==> src/rtl/calc_operand_ctrl.sv <==
// Operand sequencer for an external add_subtract datapath.
// Holds the adder inputs stable for SETTLE cycles, then registers the sum and flags.
module calc_operand_ctrl #(
   parameter int N      = 32,
   parameter int SETTLE = 1
) (
   input  logic         clk,
   input  logic         rst_n,
   input  logic         in_valid,
   output logic         in_ready,
   input  logic [N-1:0] in_a,
   input  logic [N-1:0] in_b,
   input  logic         in_op,
   output logic [N-1:0] as_a,
   output logic [N-1:0] as_b,
   output logic         as_flag,
   output logic         as_cin,
   input  logic [N-1:0] as_s,
   input  logic         as_cout,
   output logic         out_valid,
   input  logic         out_ready,
   output logic [N-1:0] out_result,
   output logic         out_carry,
   output logic         out_overflow,
   output logic         out_zero,
   output logic [15:0]  op_count
);

   localparam logic [1:0] IDLE = 2'd0;
   localparam logic [1:0] EXEC = 2'd1;
   localparam logic [1:0] DONE = 2'd2;

   localparam logic [3:0] SETTLE_C = 4'(SETTLE);

   logic [1:0]   state_q, state_d;
   logic [3:0]   cnt_q, cnt_d;
   logic [N-1:0] a_q, a_d;
   logic [N-1:0] b_q, b_d;
   logic         flag_q, flag_d;
   logic [N-1:0] res_q, res_d;
   logic         carry_q, carry_d;
   logic         ovf_q, ovf_d;
   logic         zero_q, zero_d;
   logic [15:0]  cnt_ops_q, cnt_ops_d;

   logic accept;
   logic consume;
   logic capture;
   logic ovf_now;

   assign in_ready  = rst_n &
                      ((state_q == IDLE) |
                       ((state_q == DONE) & out_ready));
   assign out_valid = rst_n & (state_q == DONE);

   assign accept  = in_valid & in_ready;
   assign consume = out_valid & out_ready;
   assign capture = (state_q == EXEC) & (cnt_q == 4'd1);

   // Overflow is judged on the registered operands the adder actually saw.
   always_comb begin
      ovf_now = 1'b0;
      if (flag_q)
         ovf_now = (a_q[N-1] == b_q[N-1]) &
                   (as_s[N-1] != a_q[N-1]);
      else
         ovf_now = (a_q[N-1] != b_q[N-1]) &
                   (as_s[N-1] != a_q[N-1]);
   end

   always_comb begin
      state_d   = state_q;
      cnt_d     = cnt_q;
      a_d       = a_q;
      b_d       = b_q;
      flag_d    = flag_q;
      res_d     = res_q;
      carry_d   = carry_q;
      ovf_d     = ovf_q;
      zero_d    = zero_q;
      cnt_ops_d = cnt_ops_q;

      unique case (state_q)
         IDLE: begin
            if (accept) state_d = EXEC;
         end
         EXEC: begin
            if (capture) begin
               state_d = DONE;
               res_d   = as_s;
               carry_d = as_cout;
               ovf_d   = ovf_now;
               zero_d  = (as_s == '0);
            end else begin
               cnt_d = cnt_q - 4'd1;
            end
         end
         DONE: begin
            if (out_ready) state_d = accept ? EXEC : IDLE;
         end
         default: state_d = IDLE;
      endcase

      if (accept) begin
         a_d    = in_a;
         b_d    = in_b;
         flag_d = in_op;
         cnt_d  = SETTLE_C;
      end

      if (consume && cnt_ops_q != 16'hFFFF)
         cnt_ops_d = cnt_ops_q + 16'd1;
   end

   always_ff @(posedge clk or negedge rst_n) begin
      if (!rst_n) begin
         state_q   <= IDLE;
         cnt_q     <= '0;
         a_q       <= '0;
         b_q       <= '0;
         flag_q    <= 1'b0;
         res_q     <= '0;
         carry_q   <= 1'b0;
         ovf_q     <= 1'b0;
         zero_q    <= 1'b0;
         cnt_ops_q <= '0;
      end else begin
         state_q   <= state_d;
         cnt_q     <= cnt_d;
         a_q       <= a_d;
         b_q       <= b_d;
         flag_q    <= flag_d;
         res_q     <= res_d;
         carry_q   <= carry_d;
         ovf_q     <= ovf_d;
         zero_q    <= zero_d;
         cnt_ops_q <= cnt_ops_d;
      end
   end

   assign as_a         = a_q;
   assign as_b         = b_q;
   assign as_flag      = flag_q;
   assign as_cin       = 1'b0;
   assign out_result   = res_q;
   assign out_carry    = carry_q;
   assign out_overflow = ovf_q;
   assign out_zero     = zero_q;
   assign op_count     = cnt_ops_q;

endmodule
==> config.mk <==
export PLATFORM = sky130hd
export DESIGN_NAME = calc_operand_ctrl
export DESIGN_NICKNAME = d
export VERILOG_FILES = /design/src/rtl/calc_operand_ctrl.sv
export SDC_FILE = /design/constraint.sdc
export NUM_CORES = 1
export LEC_CHECK = 0
export BUFFER_PORTS_ARGS = -buffer_cell sky130_fd_sc_hd__buf_2
export CORE_MARGIN = 3
export CORE_UTILIZATION = 51
export DETAILED_ROUTE_END_ITERATION = 8
export MAX_ROUTING_LAYER = met4
export PLACE_DENSITY = 0.85
export SYNTH_ARGS = -nofsm -noshare
export SYNTH_HDL_FRONTEND = slang
export SYNTH_SLANG_ARGS = --single-unit
export TNS_END_PERCENT = 20
==> constraint.sdc <==
create_clock -name clk -period 4.4 [get_ports clk]
set_input_delay 0.88 -clock clk [delete_from_list [all_inputs] [get_ports clk]]
set_output_delay 0.88 -clock clk [all_outputs]
set_load 0.02 [all_outputs]
# ---- Word-level counts from Yosys, hierarchy flattened
# Index checks and enable logic that the tools add are counted.
dict set report totals {
  reg_bits 122
  output_inout_bits 119
  wordCells 48
}
dict set report classes {
  addsub 2
  eq_ne 11
  mux 9
  bitwise_logic 9
  reduce_logical 7
}
# operator count
set op_table {}
lappend op_table {{zero test 32 bit} 1}
lappend op_table {{adder 16 x 1 -> 16 bit (second input constant)} 1}
lappend op_table {{inequality test 16 bit (second input constant)} 1}
lappend op_table {{two-way mux 4 bit} 3}
lappend op_table {{bitwise AND 1 bit} 8}
lappend op_table {{inequality test 2 bit (second input constant)} 4}
lappend op_table {{two-way mux 2 bit} 3}
lappend op_table {{one-hot mux 2 bit (3 select lines)} 1}
lappend op_table {{== test 4 x 1 -> 1 bit (second input constant)} 1}
lappend op_table {{AND reduction 2 bit} 2}
lappend op_table {{subtractor 4 x 1 -> 4 bit (second input constant)} 1}
lappend op_table {{AND reduction 3 bit} 1}
lappend op_table {{== test 2 x 1 -> 1 bit (second input constant)} 1}
lappend op_table {{== test 2 bit (second input constant)} 1}
lappend op_table {{zero test 2 bit} 1}
lappend op_table {{two-way mux 1 bit} 2}
lappend op_table {{inequality test 1 bit} 2}
lappend op_table {{nonzero test 2 bit} 1}
lappend op_table {{== test 1 bit} 1}
lappend op_table {{logical AND 1 bit} 1}
lappend op_table {{OR 1 bit} 1}

# ---- Logic depth before layout (Yosys ltp)
dict set report depth {
  depth_word 8
  depth_mapped 8
  ltp_nobuf 6
}

# ---- Worst setup path after synthesis
# OpenSTA, ideal clock, no wires.
dict set report synth_path {
  kind {input port to output port}
  startpoint {in out_ready}
  endpoint {out in_ready}
  t_arrival_ns 1.336
  required_time_ns 3.520
  setup_slack_ns 2.184
  stages 2
  path_cell_list {inv_1 > a211oi_4}
}
dict set report synth_via {
  elab_chain_len 3
}
# item line_no
set synth_lines {}
lappend synth_lines {{start, declared} 21} ;# input logic out_ready,
lappend synth_lines {{bitwise AND 1 bit} 53} ;# ((state_q == DONE) & out_ready));
lappend synth_lines {{OR 1 bit} 52} ;# ((state_q == IDLE) |
lappend synth_lines {{bitwise AND 1 bit} 51} ;# assign in_ready = rst_n &
lappend synth_lines {{end, declared} 10} ;# output logic in_ready,
# No other way between the ends.

# ---- Final worst setup path
dict set report layout_path {
  startpoint {in rst_n}
  endpoint {out in_ready}
}
dict set report layout_via {
  elab_chain_len 1
}
# item line_no
set layout_lines {}
lappend layout_lines {{start, declared} 8} ;# input logic rst_n,
lappend layout_lines {{bitwise AND 1 bit} 51}
# No other way between the ends.

==> results.md <==
* Outcome: finished clean
* Flop2flop setup slack at 2.29 ns
* Post-synthesis sequential area ratio at approximately three fifths
* Worst path required time at 3.52 ns
* Global-route track usage on met3 at 6.30%
* Fmax at 393 MHz
* Tmin final at between 2 and 3 ns
* Critical Path Sink Type: output port
* Final Non-Filler Cells at approximately 700
* Clk slew on worst S/H paths at around 0.060 ns
* Hold Crit Depth at 2
* First-pass GRT wire length at 19.8 mm
* Area delta synth->final at 36.5%
* Hold Crit Start: out_zero
* # port buffers at 219
* Crit path max-delay family: buffers and inverters
* Share of layout cells above drive strength 1 at 62.2%
* Total grt overflow at 0
* CP Max Fanout at 5
* Num ports at between 200 and 250
* Worst reg2reg path depth at 3
* Fillers at 650
* Syn Inst Count at 330
* Setup repair bufs after CTS at 0
* Via Count at between 3000 and 4000
* Syn Area/Cell at roughly 15 um^2
* R2r endpoint: as_b[8]
* Rows at 35
* Initial antenna violation count at 0
* GR Util met2 at 37.8%
* Die area at 0.0111 mm^2
* VDD IR-drop max at slightly above 0.5 mV
* Lkg Pwr at 3.48 nW
* Commonest non-fill, non-tap cell in the layout: buf_2
* DR iter-0 viols at 120
* Busiest grt layer: met2
* Clk_lat worst skew at about 0.51 ns
* EDFF count, synth at 0
* Top cells by area, synth: dfrtp_1 61%, mux2_2 16%, mux2_4 8.4%
* Tightest Pin Transition at 1.03 ns
* Worst EP arrival at 1.67 ns
* Max_cap viols at 0
* DRT Pass-1 Iters at 4
* Post-synth net total at approximately 440
* Routed wire per std cell at 17.3 um
* Worst hold endpoint: out_zero
* Synth cell types at 35
* TritonCTS clock tree: yes
* DRT antenna net count at 0
* Final hold violations at 0
* # diodes at 0
* Number of buffer and inverter stages on the critical path at 3
* DRC at 0
* Largest net degree at the start of global routing at 69
* Die height at 105 um
* Syn Std Cell Area at between 0.005 and 0.006 mm^2
* RR Startpoint: state_q[1]
* Pwr Density at approximately 800 mW/mm^2
* CP max-delay cell: a211oi_4
* GP Congestion at 0.799
* Die Span X at 105 um
* Total GRT Usage at around a quarter
* Vias in the first global route at 3937
* Core area at approximately 0.0094 mm^2
* Setup violations, final at 0
* Relative slew slack at 31.2%
* Synth area leader: dfrtp_1
* Synth top area share at 60.8%
* Layout Skew at 0.00928 ns
* Crit-path cells: buf_4 -> inv_1 -> a211oi_4 -> buf_2
* RSZ-0062 raised after global routing: false
* Ys Warns at 0
* Critical Path Start Type: input port
* Vias per cell at ~5.1
* Post-DP HPWL at 8.80 mm
* Total Wirelength at approximately 12 mm
* Worst-case clock buffer depth at 2
* Slew Limit Fails at 0
* GR met1 Demand/Resource at 28.2%
* Hold_buf cts at 0
* Largest stage delay on the critical path at 0.37 ns
* Cts bufs inserted at 17
* CTS Root Cell: clkbuf_8
* Sink Count at 122
* H-tree depth at 4
* Main synth FF type: dfrtp_1
* Nets@finish at roughly 660
* Most frequent cells in the layout: 218 x buf_2, 122 x dfrtp_1, 71 x mux2_2
* CTS resizes at 0
* WS Path Type: input port to output port
* Initial Util at 53.3%
* Placed Instances at around 670
* #FFs+latches synth at 122
* Setup TNS at 0 ns
* Fraction of registers with async set/reset at 100%
* Fin crit share at 57.9%
* Worst hold path type: flip-flop to flip-flop
## synthesized netlist by cell type, types with 5 or more instances
| library cell | number |
|---|---|
| buf_2 | 7 |
| dfrtp_1 | 122 |
| inv_1 | 5 |
| mux2_2 | 71 |
| mux2_4 | 28 |
| nand2_1 | 7 |
| nand3_1 | 5 |
| nand4_1 | 9 |
| nor2_1 | 5 |
| nor4_1 | 8 |
| xnor2_1 | 14 |
| xor2_1 | 5 |
## stage by stage
stage               setup slack [ns]  hold slack (ns)  instance area (um^2)  power [W]  utilization, %
detailed placement              1.44            0.477                  6220    0.00409            66.0
floorplan                       2.18            0.534                  5020    0.00332               -
global route                    1.75            0.492                  6850    0.00582            72.8
CTS                             1.85            0.485                  6850    0.00557            72.8
finish                          1.85            0.482                  6850    0.00552            72.8
global placement                1.56            0.461                  6220    0.00399            66.0
## power by group
group          switching (W)  total [W]  internal [W]
clock               0.000511    0.00146      0.000954
sequential          0.000296    0.00193       0.00163
combinational        0.00118    0.00213      0.000950
total                0.00199    0.00552       0.00354
## cells by family after synthesis
kind of cell             synth area share (%)
XOR/XNOR                                 3.32
adder cells (fa/ha/maj)                 0.748
AND/OR/NAND/NOR                          7.18
other                                  0.0747
flip-flops                               60.8
AO/OA/AOI/OAI                            1.42
buffers and inverters                    2.12
multiplexers                             24.3
## state kept, by name, indices dropped and copies added (netlist names)
| register | cells |
|---|---|
| out_zero | 1 |
| as_flag | 1 |
| out_overflow | 1 |
| out_result | 32 |
| as_b | 32 |
| op_count | 16 |
| out_carry | 1 |
| state_q | 2 |
| as_a | 32 |
| cnt_q | 4 |
## how the worst max path moves through the flow
stage / from / endpoint / slack (ns) / cells after the start
finish: rst_n / in_ready / 1.85 / 4
global route: rst_n / op_count[15] / 1.75 / 6
CTS: rst_n / in_ready / 1.85 / 4
detailed placement: rst_n / op_count[15] / 1.44 / 6
global placement: rst_n / op_count[13] / 1.56 / 6
floorplan: out_ready / in_ready / 2.18 / 2
## worst register-to-register path, delay by kind of cell, from the launching register on
kind	cells	cell delay [ns]
muxes	1	0.60
and+or+nand+nor	1	0.59
DFF	1	0.43
AOI/OAI and AO/OA	1	0.38
## cell type report
cell class / count / area [um^2] / share of cell area (%)
clock buffer: 19 / 442 / 6.45
timing repair buffer: 222 / 1120 / 16.4
sequential: 122 / 3050 / 44.6
clock inverter: 13 / 191 / 2.79
inverter: 5 / 18.8 / 0.274
multi-input combinational: 191 / 1860 / 27.2
tap: 129 / 161 / 2.36
## metal layers
layer  wire length, um  share of wire, %  vias up
met2              6070                50      168
met5                 0                 0        -
met3               876               7.2       19
li1                  -                 -     1640
met4               196               1.6        0
met1              4980                41     1752
Note: power is estimated with default switching activity, not from simulation.
